[src/rtl/sm4_serial_ctrl.sv]
// Phase sequencer for the bit-serial SM4 state register: load, ROUNDS x 32-cycle
// rounds, a 32-cycle word swap, then unload, one datapath bit per clock.
module sm4_serial_ctrl #(
  parameter int ROUNDS = 32,
  parameter int RND_W  = 5
) (
  input  logic             clk,
  input  logic             rst,
  input  logic             start,
  output logic             busy,
  output logic             in_ready,
  output logic             key_en,
  output logic [2:0]       ctrl_s,
  output logic             ctrl_rt_s,
  output logic             done,
  output logic [RND_W-1:0] rnd,
  output logic [4:0]       bit_cnt,
  output logic             finish,
  output logic [2:0]       o_dbg_state
);

  // Handshake: start is a level request accepted only in IDLE; in_ready and done
  // each qualify exactly one datapath bit per cycle (MSB first) with no back-pressure,
  // and finish marks the final done cycle, after which the block returns to IDLE.

  typedef enum logic [2:0] {
    S_IDLE  = 3'd0,
    S_LOAD  = 3'd1,
    S_ROUND = 3'd2,
    S_INV   = 3'd3,
    S_OUT   = 3'd4
  } state_t;

  localparam logic [RND_W-1:0] LAST_RND = RND_W'(ROUNDS - 1);

  state_t           r_state;
  state_t           w_state_nx;
  logic [6:0]       r_cyc;
  logic [6:0]       w_cyc_nx;
  logic [RND_W-1:0] r_rnd;
  logic [RND_W-1:0] w_rnd_nx;
  logic [4:0]       w_bit;

  assign w_bit = r_cyc[4:0];

  // State and counter registers
  always_ff @(posedge clk) begin
    if (rst) begin
      r_state <= S_IDLE;
      r_cyc   <= 7'd0;
      r_rnd   <= '0;
    end else begin
      r_state <= w_state_nx;
      r_cyc   <= w_cyc_nx;
      r_rnd   <= w_rnd_nx;
    end
  end

  // Next-state and counter update
  always_comb begin
    w_state_nx = r_state;
    w_cyc_nx   = r_cyc + 7'd1;
    w_rnd_nx   = r_rnd;
    case (r_state)
      S_IDLE: begin
        w_cyc_nx = 7'd0;
        w_rnd_nx = '0;
        if (start) w_state_nx = S_LOAD;
      end
      S_LOAD: begin
        if (r_cyc == 7'd127) begin
          w_state_nx = S_ROUND;
          w_cyc_nx   = 7'd0;
          w_rnd_nx   = '0;
        end
      end
      S_ROUND: begin
        // Round counter only moves on the last bit of each 32-cycle round.
        if (w_bit == 5'd31) begin
          w_cyc_nx = 7'd0;
          if (r_rnd == LAST_RND) begin
            w_state_nx = S_INV;
            w_rnd_nx   = '0;
          end else begin
            w_rnd_nx = r_rnd + RND_W'(1);
          end
        end
      end
      S_INV: begin
        if (r_cyc == 7'd31) begin
          w_state_nx = S_OUT;
          w_cyc_nx   = 7'd0;
        end
      end
      S_OUT: begin
        if (r_cyc == 7'd127) begin
          w_state_nx = S_IDLE;
          w_cyc_nx   = 7'd0;
        end
      end
      default: begin
        w_state_nx = S_IDLE;
        w_cyc_nx   = 7'd0;
        w_rnd_nx   = '0;
      end
    endcase
  end

  // Outputs decoded from registered state and counters only
  always_comb begin
    busy      = 1'b1;
    in_ready  = 1'b0;
    key_en    = 1'b0;
    ctrl_s    = 3'd4;
    ctrl_rt_s = 1'b0;
    done      = 1'b0;
    rnd       = '0;
    bit_cnt   = w_bit;
    finish    = 1'b0;
    case (r_state)
      S_IDLE: begin
        busy    = 1'b0;
        bit_cnt = 5'd0;
      end
      S_LOAD: begin
        ctrl_s   = 3'd0;
        in_ready = 1'b1;
      end
      S_ROUND: begin
        key_en    = 1'b1;
        rnd       = r_rnd;
        ctrl_rt_s = (w_bit >= 5'd8);
        if (w_bit < 5'd2)       ctrl_s = 3'd1;
        else if (w_bit < 5'd10) ctrl_s = 3'd3;
        else if (w_bit < 5'd18) ctrl_s = 3'd2;
        else if (w_bit < 5'd24) ctrl_s = 3'd6;
        else                    ctrl_s = 3'd7;
      end
      S_INV: begin
        ctrl_s = 3'd5;
      end
      S_OUT: begin
        done   = 1'b1;
        finish = (r_cyc == 7'd127);
      end
      default: begin
        busy    = 1'b0;
        bit_cnt = 5'd0;
      end
    endcase
  end

  assign o_dbg_state = r_state;

  a_code0_only_load: assert property (@(posedge clk) disable iff (rst)
    (ctrl_s == 3'd0) |-> (r_state == S_LOAD));
  a_finish_in_out: assert property (@(posedge clk) disable iff (rst)
    finish |-> done);
  a_phase_exclusive: assert property (@(posedge clk) disable iff (rst)
    $onehot0({in_ready, key_en, done}));

endmodule

[config.mk]
export PLATFORM = sky130hd
export DESIGN_NAME = sm4_serial_ctrl
export DESIGN_NICKNAME = d
export VERILOG_FILES = /design/src/rtl/sm4_serial_ctrl.sv
export SDC_FILE = /design/constraint.sdc
export NUM_CORES = 1
export LEC_CHECK = 0
export CAP_MARGIN = 20
export CORE_MARGIN = 2
export CORE_UTILIZATION = 40
export CTS_CLUSTER_DIAMETER = 200
export DETAILED_ROUTE_END_ITERATION = 10
export PLACE_DENSITY = 0.74
export SETUP_SLACK_MARGIN = 0.05
export SLEW_MARGIN = 20
export SYNTH_ARGS = -nofsm -noshare
export SYNTH_HDL_FRONTEND = slang
export SYNTH_SLANG_ARGS = --single-unit
export TNS_END_PERCENT = 10
[constraint.sdc]
create_clock -name clk -period 2.1 [get_ports clk]
set_input_delay 0.315 -clock clk [delete_from_list [all_inputs] [get_ports clk]]
set_output_delay 0.315 -clock clk [all_outputs]
set_load 0.05 [all_outputs]
# Word-level counts from Yosys, hierarchy flattened
# Cells that the tools add are included.
[totals] inputBits=3 register_bits=15
[op_classes] mux=28 order_cmp=5 eq_ne=14 bitwise=1 add_sub_neg=2 reduce_logical=6
[ops] cell="2-to-1 mux 3 bit" n=9
[ops] cell="2-to-1 mux 5 bit" n=5
[ops] cell="2-to-1 mux 7 bit" n=3
[ops] cell="case mux 7 bit (3 select lines)" n=1
[ops] cell="case mux 3 bit (5 select lines)" n=1
[ops] cell="case mux 5 bit (3 select lines)" n=1
[ops] cell="!= test 2 bit (second input constant)" n=6
[ops] cell="== test 5 bit (second input constant)" n=2
[ops] cell="< comparator 5 bit (second input constant)" n=2
[ops] cell="case mux 3 bit (3 select lines)" n=1
[ops] cell="adder 7 x 1 -> 7 bit (second input constant)" n=1
[ops] cell="== test 7 x 5 -> 1 bit (second input constant)" n=1
[ops] cell="== test 7 bit (second input constant)" n=1
[ops] cell="2-to-1 mux 1 bit" n=7
[ops] cell="== test 3 x 2 -> 1 bit (second input constant)" n=2
[ops] cell="AND reduction 6 bit" n=1
[ops] cell="adder 5 x 1 -> 5 bit (second input constant)" n=1
[ops] cell="greater-or-equal comparator 5 x 4 -> 1 bit (second input constant)" n=1
[ops] cell="< comparator 5 x 2 -> 1 bit (second input constant)" n=1
[ops] cell="< comparator 5 x 4 -> 1 bit (second input constant)" n=1
[ops] cell="OR reduction 2 bit" n=2
[ops] cell="OR reduction 4 bit" n=1
[ops] cell="== test 3 x 1 -> 1 bit (second input constant)" n=1
[ops] cell="== test 3 bit (second input constant)" n=1
[ops] cell="3 further kinds" n=3

# Longest topological paths before layout
[logic_depth] depth_word=6 depth_mapped=7

# Least setup slack after synthesis
# OpenSTA, ideal clock, no wires.
[synth_path] kind="register to output" startpoint="register r_state[0] (netlist: o_dbg_state[0])" endpoint="output port ctrl_s[2]" arrival_ps=2468 slack_ps=-683 n_path_buf=2 stages_incl_launch_ff=6 required_ps=1785 cell_sequence="dfxtp_1 -> buf_2 -> or3b_1 -> buf_6 -> clkinv_1 -> a21oi_1"
[synth_between] elab_chain_cells=2 elab_cells_between_ends=4 cone_classes="eq/ne: 3; mux: 1"
[synth_rtl] element="start, declared" line_no="36" text="state_t r_state;"
[synth_rtl] element="start signal, assigned" line_no="53" text="r_state <= w_state_nx;"
[synth_rtl] element="== test 3 x 2 -> 1 bit or == test 3 x 1 -> 1 bit (tied branches)" line_no="120" text="case (r_state)"
[synth_rtl] element="case mux 3 bit (3 select lines) (*)" line_no="120"
[synth_rtl] element="end, declared" line_no="13" text="output logic [2:0] ctrl_s,"
# Every way passes the cells marked *; elsewhere a longest branch is shown, timed or not.

# Worst setup path after layout
[layout_path] startpoint="register r_state[0] (netlist: o_dbg_state[0])" endpoint="output port o_dbg_state[0]"
[layout_lines] element="end, declared" line_no="19" text="output logic [2:0] o_dbg_state"
# No word-level cell between the ends.

==> reports/results.md <==
| Step | Item | Value |
| --- | --- | --- |
| critical path | CP Cell Sequence | clkdlybuf4s50_1 |
| critical path | Critical path startpoint | o_dbg_state[0] |
| power | Highest ir drop seen on vdd | 0.414 mV |
| yosys | XOR/XNOR share of the synthesized area | 5.09% |
| yosys | Post-synthesis cell type with the largest combined area | sky130_fd_sc_hd__dfxtp_1 |
| route | DR vias | 965 |
| timing | Max-slew violations | 0 |
| critical path | Critical-path cell with the highest stage delay | sky130_fd_sc_hd__clkdlybuf4s50_1 |
| clock tree | Clock tree from TritonCTS | yes |
| yosys | Post-synthesis area per instance | 8.06 um2 |
| yosys | Cells after Synth | 128 |
| critical path | Depth of the worst register-to-register path | 7 |
| timing | Hold_ws | 0.489 ns |
| job | Max-cap viol count | 0 |
| global route | Remaining Overflow, GRT | 0 |
| layout | Net count of the finished layout | 161 |
| clock tree | Maximum clock path buffer count | 2 |
| yosys | Post-synthesis async set-or-reset flop share | 0% |
| timing | Number of hold violations in the final report | 0 |
| timing | Post-route minimum period | 2.02 ns |
| placement | RD Place Congestion | 0.890 |
| yosys | Post-synthesis share of cell area spent on and, or, nand and nor gates | 35.4% |
| yosys | Number of synthesized flops with an enable pin | 0 |
| floorplanning | Placeable core region | 0.00245 mm2 |
| placement | Worst slack after detailed placement | 0.0530 ns |
| route | Wirelength, routed | 2500 um |
| route | Count of routing violations after the opening detailed-route iteration | 20 |
| placement | Port Buffer Count | 24 |
| global route | Maximum number of pins on one net before global-route repair | 14 |
| floorplanning | Ports placed on the boundary | 25 |
| critical path | Buffers & Inverters on Critical Path | 1 |
| yosys | Synth Area in Compound Gates | 16.4% |
| global route | Overall routing resource usage | 19.4% |
| yosys | Most instantiated flip-flop cell in the synthesis netlist | sky130_fd_sc_hd__dfxtp_1 |
| route | Pre-Repair DR Iteration Count | 4 |
| yosys | Largest cells by area after synthesis | sky130_fd_sc_hd__dfxtp_1 29%, sky130_fd_sc_hd__nor2_1 6.9%, sky130_fd_sc_hd__and2_1 6.1% |
| route | Wire per inst | 13.7 um |
| critical path | Endpoint of the most critical setup path | o_dbg_state[0] |
| critical path | Worst-case register-to-register setup slack | 0.15 ns |
| route | Detail Route Antenna Nets | 0 |
| layout | Fraction of final layout cells sized beyond drive strength 1 | 28.3% |
| timing | Aggregate negative setup slack | 0 ns |
| critical path | Arrival time of data at the critical path endpoint | 1.70 ns |
| yosys | Post-synthesis instance area | 0.00103 mm2 |
| yosys | Proportion of synthesized chip area in sequential cells | 29.1% |
| layout | Antenna diode count | 0 |
| global route | Global-route wire length before repair | 4170 um |
| layout | # fillers | 208 |
| critical path | Maximum fanout encountered on the critical timing path | 10 |
| yosys | Fraction of synthesized area in multiplexers | 0.970% |
| clock tree | H-tree Lvls | 1 |
| placement | Hpwl dp | 2000 um |
| timing | Smallest setup slack after layout | 0.0829 ns |
| layout | Area overhead of the layout relative to synthesis | 49.9% |
| critical path | Worst path required time | 1.78 ns |
| critical path | Crit-path max cell delay | 0.87 ns |
| clock tree | Number of buffers inserted for hold repair after clock tree synthesis | 0 |
| yosys | Register bit total from synthesis | 15 |
| timing | Worst relative slew slack | 67.3% |
| floorplanning | Y dimension of the die | 54.8 um |
| route | Post-route DRC | 0 |
| floorplanning | Std cell rows | 18 |
| critical path | Element type at the critical path start | flop |
| clock tree | Clock tree sinks | 15 |
| run status | Result of the run | finished, final reports clean |
| timing | Final Cycle Share | 96.1% |
| global route | Via count of the first global-routing pass | 945 |
| floorplanning | DIE AREA | 0.00300 mm2 |
| yosys | Syn Nets | 136 |
| critical path | Critical path depth in cells | 1 |
| min path | Type of the worst min-delay path | flop to flop |
| timing | Fmax | 0.496 GHz |
| critical path | Path type of the worst setup path | flop to output port |
| clock tree | Clock transition at path regs | 0.09 ns |
| timing | Final setup fails | 0 |
| yosys | Fraction of the mapped netlist area in adder cells | 6.06% |
| critical path | Worst reg2reg startpoint | r_cyc[0] |
| critical path | Critical path endpoint category | output port |
| critical path | Top cell family by delay on the critical path | buffers and inverters |
| critical path | RR Endpoint | r_cyc[5] |
| route | Via density per instance | 5.30 |
| yosys | Area share of the leading cell type in the synthesized netlist | 29.1% |
| yosys | Count of synthesis-stage warnings from yosys | 0 |
| yosys | Largest family of logic cells by synthesized area | simple AND/OR/NAND/NOR gates |
| power | Static leakage | 0.613 nW |
| min path | Min-Delay Path Depth | 1 |
| timing | RSZ-0062 raised after global routing | yes |
| clock tree | Root Driver | sky130_fd_sc_hd__clkbuf_4 |
| yosys | Post-synthesis cell type count | 42 |
| clock tree | Number of buffers inserted during clock tree synthesis | 3 |
| timing | Worst-case clock skew | 0.00159 ns |
| clock tree | Insertion delay of the later-clocked pin in the worst-skew pair | 0.28 ns |
| global route | Antenna violations before repair | 0 |
| floorplanning | Die Span X | 54.8 um |
| timing | Slew at the pin with the worst max-slew slack | 0.490 ns |
| power | Overall power of the completed layout | 0.545 mW |
| power | Pwr per Cell Area | 352 mW/mm2 |
| floorplanning | Initial cell density of the core | 42.0% |
[flip-flops by register name, summed over array words and instances (netlist names)]
name and flops:
r_cyc 7, r_rnd 5, o_dbg_state 3
[through the flow]
| step | utilization, % | std cells | instance area, um2 |
|---|---|---|---|
| 2_1_floorplan | - | 128 | 1070 |
| 3_3_place_gp | 61.6 | 178 | 1510 |
| 3_5_place_dp | 61.6 | 178 | 1510 |
| 4_1_cts | 62.8 | 182 | 1540 |
| 5_1_grt | 63.0 | 182 | 1550 |
| 6_report | 63.0 | 182 | 1550 |
[layout make-up]
type / count / area, um2 / area share (%)
clock buffer: 4 / 26.3 / 1.70
inverter: 4 / 16.3 / 1.05
multi-input combinational: 100 / 701 / 45.3
sequential: 15 / 302 / 19.5
tap: 30 / 37.5 / 2.43
timing repair buffer: 29 / 465 / 30.1
[cell usage in the layout (no fill, tap or decap), drive strengths merged]
cell type	count
xor2	3
ha	5
o21ba	1
nor2b	2
clkbuf	4
buf	25
mux2i	1
nor3	3
and4	1
o211a	2
xnor2	3
a21oi	10
inv	3
a22oi	1
nor2	19
and3	2
o21ai	3
nor4b	1
nand2	6
and2	10
nand2b	2
nand3b	1
nor3b	5
dfxtp	15
or2b	1
o211ai	1
clkinv	1
nand4	2
o31ai	3
nand3	5
clkdlybuf4s50	4
or3b	3
o21bai	1
a211oi	2
and3b	1
[layer usage]
layer	GRT usage (%)	vias to the layer above	share of wire (%)
met5	0	-	0
met4	7.50	0	1.2
met3	3.28	4	3.9
met2	32.5	27	52
met1	24.5	445	42
li1	-	489	-
[power breakdown]
part	switching, mW	internal (mW)	total, mW	leakage, nW
Clock	0.0929	0.0737	0.167	0.0150
Combinational	0.0481	0.0370	0.0852	0.476
Sequential	0.00613	0.287	0.293	0.122
[Yosys cell counts, types with 2 or more instances]
library cell	number
sky130_fd_sc_hd__a21oi_1	9
sky130_fd_sc_hd__dfxtp_1	15
sky130_fd_sc_hd__nand4_1	2
sky130_fd_sc_hd__and3_1	2
sky130_fd_sc_hd__or3b_1	3
sky130_fd_sc_hd__nor2_1	19
sky130_fd_sc_hd__o21ai_0	2
sky130_fd_sc_hd__nand2b_1	2
sky130_fd_sc_hd__inv_1	2
sky130_fd_sc_hd__buf_2	4
sky130_fd_sc_hd__buf_6	2
sky130_fd_sc_hd__o31ai_1	3
sky130_fd_sc_hd__nor3b_1	4
sky130_fd_sc_hd__nor3_1	3
sky130_fd_sc_hd__o211a_1	2
sky130_fd_sc_hd__xor2_1	3
sky130_fd_sc_hd__nand3_1	5
sky130_fd_sc_hd__and2_1	10
sky130_fd_sc_hd__nand2_1	6
sky130_fd_sc_hd__xnor2_1	3
sky130_fd_sc_hd__clkbuf_1	2
sky130_fd_sc_hd__ha_1	5
[how the worst min path moves through the flow]
stage / from / end
after global routing: r_cyc[0] / r_cyc[0]
after global placement: r_cyc[0] / r_cyc[0]
after detailed placement: r_cyc[0] / r_cyc[0]
final: r_cyc[0] / r_cyc[0]
after CTS: r_cyc[0] / r_cyc[0]
after floorplan: r_cyc[0] / r_cyc[0]
[what timing repair did]
action | 4_1_cts | 5_1_grt
gates resized for setup | 1 | 3
pin swaps | 0 | 4
setup buffers | 0 | 0
setup endpoints to repair | 9 | 18
[logic make-up after synthesis]
kind of cell	count (synthesis)
buf+inv	13
fa+ha+maj	5
simple gates	64
compound gates	24
flops	15
xor+xnor	6
mux	1
No activity file was read; power rests on OpenSTA's default activity.
